[src/rtl/axi_rd_arb_pkg.sv]
// Shared definitions for the AXI read arbiter slice.
//   arb_state_t : AR channel state (ARB_IDLE, ARB_HOLD)
//   BURST_INCR  : AXI incrementing burst encoding
//   RESP_OKAY   : AXI OKAY response encoding
package axi_rd_arb_pkg;

   typedef enum logic [0:0] {
      ARB_IDLE = 1'b0,
      ARB_HOLD = 1'b1
   } arb_state_t;

   localparam logic [1:0] BURST_INCR = 2'b01;
   localparam logic [1:0] RESP_OKAY  = 2'b00;

endpackage

[src/rtl/axi_rd_arbiter_rr_core.sv]
// Combinational round-robin pick.
//   req         : request vector, one bit per requester
//   last_grant  : index granted most recently
//   grant_oh    : one-hot grant (all zero when nothing requests)
//   grant_idx   : encoded grant
//   grant_valid : some requester was picked
// Priority starts at last_grant+1 and wraps modulo S_COUNT.
module rr_arbiter_core #(
   parameter int S_COUNT   = 2,
   parameter int SEL_WIDTH = 1
) (
   input  logic [S_COUNT-1:0]   req,
   input  logic [SEL_WIDTH-1:0] last_grant,
   output logic [S_COUNT-1:0]   grant_oh,
   output logic [SEL_WIDTH-1:0] grant_idx,
   output logic                 grant_valid
);

   // Two descending passes: the lowest wrapped-around candidate is found first,
   // then any candidate above last_grant overrides it, since it comes earlier
   // in round-robin order.
   always_comb begin
      grant_oh    = '0;
      grant_idx   = '0;
      grant_valid = 1'b0;
      for (int i = S_COUNT-1; i >= 0; i--) begin
         if (req[i] && i <= int'(last_grant)) begin
            grant_oh    = '0;
            grant_oh[i] = 1'b1;
            grant_idx   = SEL_WIDTH'(i);
            grant_valid = 1'b1;
         end
      end
      for (int i = S_COUNT-1; i >= 0; i--) begin
         if (req[i] && i > int'(last_grant)) begin
            grant_oh    = '0;
            grant_oh[i] = 1'b1;
            grant_idx   = SEL_WIDTH'(i);
            grant_valid = 1'b1;
         end
      end
   end

endmodule

[src/rtl/axi_rd_arbiter.sv]
// Round-robin arbiter sharing one AXI4 read master (AR + R) among S_COUNT
// requesters. The granted requester index is placed in the upper ARID bits,
// and R beats are routed back by those bits. Bursts in flight are limited per requester.
//
// Ports:
//   clk, rst               : clock, synchronous active-high reset
//   s_axi_ar*              : flattened requester AR channels (port 0 in LSBs)
//   s_axi_r*               : flattened requester R channels (payload broadcast)
//   m_axi_ar*, m_axi_r*    : shared master AR / R channels
//   stat_grant_count       : per-requester 16-bit grant counters, present only
//                            when AXI_RD_ARB_STATS_EN is defined
//
// state    | meaning
// ARB_IDLE | arbitrating; s_axi_arready pulses for the picked requester
// ARB_HOLD | m_axi_arvalid high with stable fields until m_axi_arready
module axi_rd_arbiter
   import axi_rd_arb_pkg::*;
#(
   parameter int S_COUNT         = 2,
   parameter int ADDR_WIDTH      = 32,
   parameter int DATA_WIDTH      = 32,
   parameter int ID_WIDTH        = 8,
   parameter int MAX_OUTSTANDING = 4,
   localparam int SEL_WIDTH      = (S_COUNT > 1) ? $clog2(S_COUNT) : 1,
   localparam int M_ID_WIDTH     = ID_WIDTH + SEL_WIDTH
) (
   input  logic                            clk,
   input  logic                            rst,
   input  logic [S_COUNT*ID_WIDTH-1:0]     s_axi_arid,
   input  logic [S_COUNT*ADDR_WIDTH-1:0]   s_axi_araddr,
   input  logic [S_COUNT*8-1:0]            s_axi_arlen,
   input  logic [S_COUNT*3-1:0]            s_axi_arsize,
   input  logic [S_COUNT*2-1:0]            s_axi_arburst,
   input  logic [S_COUNT-1:0]              s_axi_arvalid,
   output logic [S_COUNT-1:0]              s_axi_arready,
   output logic [S_COUNT*ID_WIDTH-1:0]     s_axi_rid,
   output logic [S_COUNT*DATA_WIDTH-1:0]   s_axi_rdata,
   output logic [S_COUNT*2-1:0]            s_axi_rresp,
   output logic [S_COUNT-1:0]              s_axi_rlast,
   output logic [S_COUNT-1:0]              s_axi_rvalid,
   input  logic [S_COUNT-1:0]              s_axi_rready,
   output logic [M_ID_WIDTH-1:0]           m_axi_arid,
   output logic [ADDR_WIDTH-1:0]           m_axi_araddr,
   output logic [7:0]                      m_axi_arlen,
   output logic [2:0]                      m_axi_arsize,
   output logic [1:0]                      m_axi_arburst,
   output logic                            m_axi_arvalid,
   input  logic                            m_axi_arready,
   input  logic [M_ID_WIDTH-1:0]           m_axi_rid,
   input  logic [DATA_WIDTH-1:0]           m_axi_rdata,
   input  logic [1:0]                      m_axi_rresp,
   input  logic                            m_axi_rlast,
   input  logic                            m_axi_rvalid,
   output logic                            m_axi_rready
`ifdef AXI_RD_ARB_STATS_EN
   ,
   output logic [S_COUNT*16-1:0]           stat_grant_count
`endif
);

   arb_state_t           state;
   logic [SEL_WIDTH-1:0] last_grant;
   logic [3:0]           cnt [S_COUNT];
   logic [S_COUNT-1:0]   eligible;
   logic [S_COUNT-1:0]   grant_oh;
   logic [SEL_WIDTH-1:0] grant_idx;
   logic                 grant_valid;
   logic [S_COUNT-1:0]   ar_take;
   logic [S_COUNT-1:0]   r_done;
   logic [SEL_WIDTH-1:0] r_sel;

   always_comb begin
      eligible = '0;
      for (int i = 0; i < S_COUNT; i++) begin
         eligible[i] = s_axi_arvalid[i] && (cnt[i] < 4'(MAX_OUTSTANDING));
      end
   end

   rr_arbiter_core #(
      .S_COUNT   (S_COUNT),
      .SEL_WIDTH (SEL_WIDTH)
   ) u_rr_core (
      .req         (eligible),
      .last_grant  (last_grant),
      .grant_oh    (grant_oh),
      .grant_idx   (grant_idx),
      .grant_valid (grant_valid)
   );

   // The grant is the AR handshake itself, so arready is driven combinationally
   // from the registered state; gating with rst keeps it low during reset.
   assign ar_take       = (state == ARB_IDLE && !rst) ? grant_oh : '0;
   assign s_axi_arready = ar_take;
   assign m_axi_arvalid = (state == ARB_HOLD);

   always_ff @(posedge clk) begin
      if (rst) begin
         state         <= ARB_IDLE;
         last_grant    <= SEL_WIDTH'(S_COUNT-1);
         m_axi_arid    <= '0;
         m_axi_araddr  <= '0;
         m_axi_arlen   <= '0;
         m_axi_arsize  <= '0;
         m_axi_arburst <= '0;
      end else begin
         case (state)
            ARB_IDLE: begin
               if (grant_valid) begin
                  for (int i = 0; i < S_COUNT; i++) begin
                     if (grant_oh[i]) begin
                        m_axi_arid    <= {SEL_WIDTH'(i), s_axi_arid[i*ID_WIDTH +: ID_WIDTH]};
                        m_axi_araddr  <= s_axi_araddr[i*ADDR_WIDTH +: ADDR_WIDTH];
                        m_axi_arlen   <= s_axi_arlen[i*8 +: 8];
                        m_axi_arsize  <= s_axi_arsize[i*3 +: 3];
                        m_axi_arburst <= s_axi_arburst[i*2 +: 2];
                     end
                  end
                  last_grant <= grant_idx;
                  state      <= ARB_HOLD;
               end
            end
            ARB_HOLD: begin
               if (m_axi_arready) state <= ARB_IDLE;
            end
            default: state <= ARB_IDLE;
         endcase
      end
   end

   // Eligibility stops granting at MAX_OUTSTANDING, so no overflow guard.
   always_ff @(posedge clk) begin
      for (int i = 0; i < S_COUNT; i++) begin
         if (rst) begin
            cnt[i] <= '0;
         end else if (ar_take[i] && !r_done[i]) begin
            cnt[i] <= cnt[i] + 4'd1;
         end else if (!ar_take[i] && r_done[i]) begin
            cnt[i] <= cnt[i] - 4'd1;
         end
      end
   end

   assign r_sel = m_axi_rid[M_ID_WIDTH-1 -: SEL_WIDTH];

   // A tag with no matching requester leaves rready at 1 so the beat drains.
   always_comb begin
      s_axi_rvalid = '0;
      r_done       = '0;
      m_axi_rready = 1'b1;
      for (int i = 0; i < S_COUNT; i++) begin
         if (r_sel == SEL_WIDTH'(i)) begin
            s_axi_rvalid[i] = m_axi_rvalid;
            m_axi_rready    = s_axi_rready[i];
            r_done[i]       = m_axi_rvalid && s_axi_rready[i] && m_axi_rlast;
         end
      end
   end

   assign s_axi_rid   = {S_COUNT{m_axi_rid[ID_WIDTH-1:0]}};
   assign s_axi_rdata = {S_COUNT{m_axi_rdata}};
   assign s_axi_rresp = {S_COUNT{m_axi_rresp}};
   assign s_axi_rlast = {S_COUNT{m_axi_rlast}};

`ifdef AXI_RD_ARB_STATS_EN
   logic [15:0] grant_cnt [S_COUNT];

   always_ff @(posedge clk) begin
      for (int i = 0; i < S_COUNT; i++) begin
         if (rst) begin
            grant_cnt[i] <= '0;
         end else if (ar_take[i]) begin
            grant_cnt[i] <= grant_cnt[i] + 16'd1;
         end
      end
   end

   always_comb begin
      stat_grant_count = '0;
      for (int i = 0; i < S_COUNT; i++) begin
         stat_grant_count[i*16 +: 16] = grant_cnt[i];
      end
   end
`endif

endmodule

[config.mk]
export PLATFORM = sky130hd
export DESIGN_NAME = axi_rd_arbiter
export DESIGN_NICKNAME = d
export VERILOG_FILES = /design/src/rtl/axi_rd_arb_pkg.sv /design/src/rtl/axi_rd_arbiter_rr_core.sv /design/src/rtl/axi_rd_arbiter.sv
export SDC_FILE = /design/constraint.sdc
export NUM_CORES = 1
export LEC_CHECK = 0
export ABC_AREA = 1
export CORE_AREA = 3 3 116 118
export DETAILED_ROUTE_END_ITERATION = 10
export DIE_AREA = 0 0 119 121
export GPL_TIMING_DRIVEN = 0
export PLACE_DENSITY_LB_ADDON = 0.2
export SLEW_MARGIN = 25
export SYNTH_ARGS = -nofsm -noshare
export SYNTH_HDL_FRONTEND = slang
export SYNTH_HIERARCHICAL = 1
export SYNTH_SLANG_ARGS = --single-unit
[constraint.sdc]
create_clock -name clk -period 2.65 [get_ports clk]
set_input_delay 0.6625 -clock clk [delete_from_list [all_inputs] [get_ports clk]]
set_output_delay 0.6625 -clock clk [all_outputs]
set_load 0.03 [all_outputs]
==> metrics.txt <==
status=finished, final reports clean; Hold Path Class=reg -> reg; root buffer cell=clkbuf_16; DRT Pass-1 Iters=6; Final Non-Filler Cells=1043; max_slew headroom=54.7%; Worst Setup Path Type=in -> out; commonest non-fill, non-tap cell in the layout=clkdlybuf4s50_1; synthesized area=4090 µm²; EDFF count, synth=8; DP Wirelength=roughly 11 mm; die area=14400 µm²; layout cells sized above 1=17.6%; GRT Total Usage=17.2%; Max FO, Critical Path=5; largest net degree at the start of global routing=13; num ports=304; layout overhead on the synthesized area=79.1%; Setup crit start kind=input pin; Tmin final=~2.6 ns; maximum vdd ir drop=0.000344 V; DP Area=roughly 6900 µm²; Final GP Congestion=0.769; Tot Pwr=3.84 mW; I/O Buffers=261; Yosys reg bits=64; hold path start=m_axi_arid[8]; chip width=119 µm; FF-to-FF setup slack=approximately 0.42 ns; FP Rows=41; clock input transition at the sequential cells of the worst setup and hold paths=approximately 0.050 ns; Congestion Overflow GR=0; Net Count, Synth=between 700 and 800; Most used DFF post-synth=dfxtp_1; Die Span Y=121 µm; post-route ant nets=0; depth of the most critical reg-to-reg path=12; Fin Setup TNS=0 ns; DR DRC count=0; post-synthesis cell count=around 590; Worst Tran Pin Value=0.673 ns; CTS sink cnt=64; most frequent cells in the layout=clkdlybuf4s50_1, nor2_1, o21ai_0; crit path from=m_axi_rid[8]; slowest cell on the critical path=clkdlybuf4s50_1; most used cell along the critical path=clkdlybuf4s50_1; CP Cell Sequence=clkdlybuf4s50_1 -> nand2_1 -> inv_1 -> clkdlybuf4s50_1; # hold bufs at CTS=0; Worst Hold Endpoint=m_axi_arid[8]; vias per cell=approximately 4.3; Slew Limit Fails=0; post-layout util=58.3%; CP delay by family, top=buffers and inverters; Initial Utilization=32.5%; via count=between 4000 and 5000; Worst EP required=~2.0 ns; total power per unit cell area=around 520 nW/µm²; RSZ-0062 raised after global routing=true; CTS tree=done; fin area=7330 µm²; Clk Latency, worst-skew pair=0.32 ns; initial antenna violation count=0; critical path data arrival time=1.96 ns; diodes inserted=0; ys async rst share=0%; crit end category=output port; Post-layout nets=1029; vias in the first global route=4330; Max Cap Viol=0; Worst path max stage delay=0.65 ns; drt initial violations=107; fmax=0.382 GHz; Final Hold Fails=0; Final period util=98.9%; Syn. warnings=6; sequential area share after synthesis=33.3%; first-pass GRT wire length=approximately 20 mm; final setup fails=0; placed cells=1024; total core area=12600 µm²; Num CTS Buffers=9; LEAKAGE=3.32 nW; FF-to-FF End=cnt[1][2]; htree depth=3; Bufs and invs on worst path=3; clock buffer depth=2; Synth cell types=26; Avg WL per Cell=roughly 13 µm; final WL=13.2 mm; mean post-synth cell area=6.92 µm²; hold path cells=2; start of the worst register-to-register path=cnt[0][3]; Setup Skew=0.00931 ns
==> layout make-up <==
class / count / area (µm²)
Fill cell: 1161 / 5240
Timing Repair Buffer: 265 / 2650
Multi-Input combinational cell: 339 / 1640
Sequential cell: 64 / 1360
Buffer: 115 / 870
Inverter: 72 / 275
Clock buffer: 10 / 239
Tap cell: 172 / 215
Clock inverter: 6 / 67.6
==> sequential cells by signal, summed over array words and instances, names as in the netlist <==
| name | cells |
|---|---|
| m_axi_arlen | 8 |
| cnt | 8 |
| m_axi_araddr | 32 |
| last_grant | 1 |
| m_axi_arvalid | 1 |
| m_axi_arid | 9 |
| m_axi_arsize | 3 |
| m_axi_arburst | 2 |
==> where the power goes <==
part           internal, mW  switching [mW]
Clock                 0.756           0.435
Combinational         0.695           0.783
Sequential             1.10          0.0662
Total                  2.55            1.28
==> cell families (layout without fill, tap and decap cells) <==
group / count (synthesis) / in the layout / share of synthesized area (%)
compound gates: 115 / 115 / 14.1
xor+xnor: 4 / 4 / 0.857
flops: 64 / 64 / 33.3
buf+inv: 188 / 468 / 28.2
simple gates: 215 / 215 / 21.8
fa+ha+maj: 5 / 5 / 1.71
==> tightest hold or removal path: stages (launching register included) <==
cell     delay, ns
dfxtp_1       0.32
nand2_1       0.07
a21oi_1       0.05
==> routing by layer <==
layer / track usage, % / routed length [µm]
met5: 0 / 0
met4: 3.98 / 133
met3: 6.25 / 1280
met2: 31.4 / 6750
met1: 19.0 / 5050
==> per-stage QoR <==
step                hold WS, ns  setup WS (ns)
finish                    0.491         0.0293
global route              0.534        -0.0378
global placement          0.475         -0.842
floorplan                 0.464          0.157
CTS                       0.501       -0.00307
detailed placement        0.492         -0.845
==> synthesized netlist by cell type, types with 4 or more instances <==
| master | instances | area, µm² |
|---|---|---|
| buf_4 | 89 | 668 |
| buf_6 | 14 | 158 |
| clkbuf_1 | 11 | 41.3 |
| dfxtp_1 | 56 | 1120 |
| edfxtp_1 | 8 | 240 |
| ha_1 | 4 | 50.1 |
| inv_1 | 70 | 263 |
| nand2_1 | 80 | 300 |
| nand3_1 | 8 | 40.0 |
| nor2_1 | 108 | 405 |
| nor2_2 | 11 | 68.8 |
| o21ai_0 | 101 | 505 |
| o21ai_1 | 10 | 50.1 |
==> worst max-delay path by stage <==
| stage | cells past startpoint | end |
|---|---|---|
| 2_1_floorplan | 15 | cnt[1][3] |
| 3_3_place_gp | 9 | s_axi_arready[1] |
| 3_5_place_dp | 9 | s_axi_arready[1] |
| 4_1_cts | 8 | s_axi_arready[1] |
| 5_1_grt | 15 | cnt[1][3] |
| 6_report | 4 | s_axi_rvalid[1] |
==> timing repair <==
| item | CTS | global route |
|---|---|---|
| buffers inserted | 1 | 3 |
| endpoints found under the hold margin | 0 | 0 |
| pin swaps | 0 | 3 |
| resized for setup | 19 | 17 |
| endpoints found under the setup margin | 6 | 7 |
(Power assumes the default switching activity.)
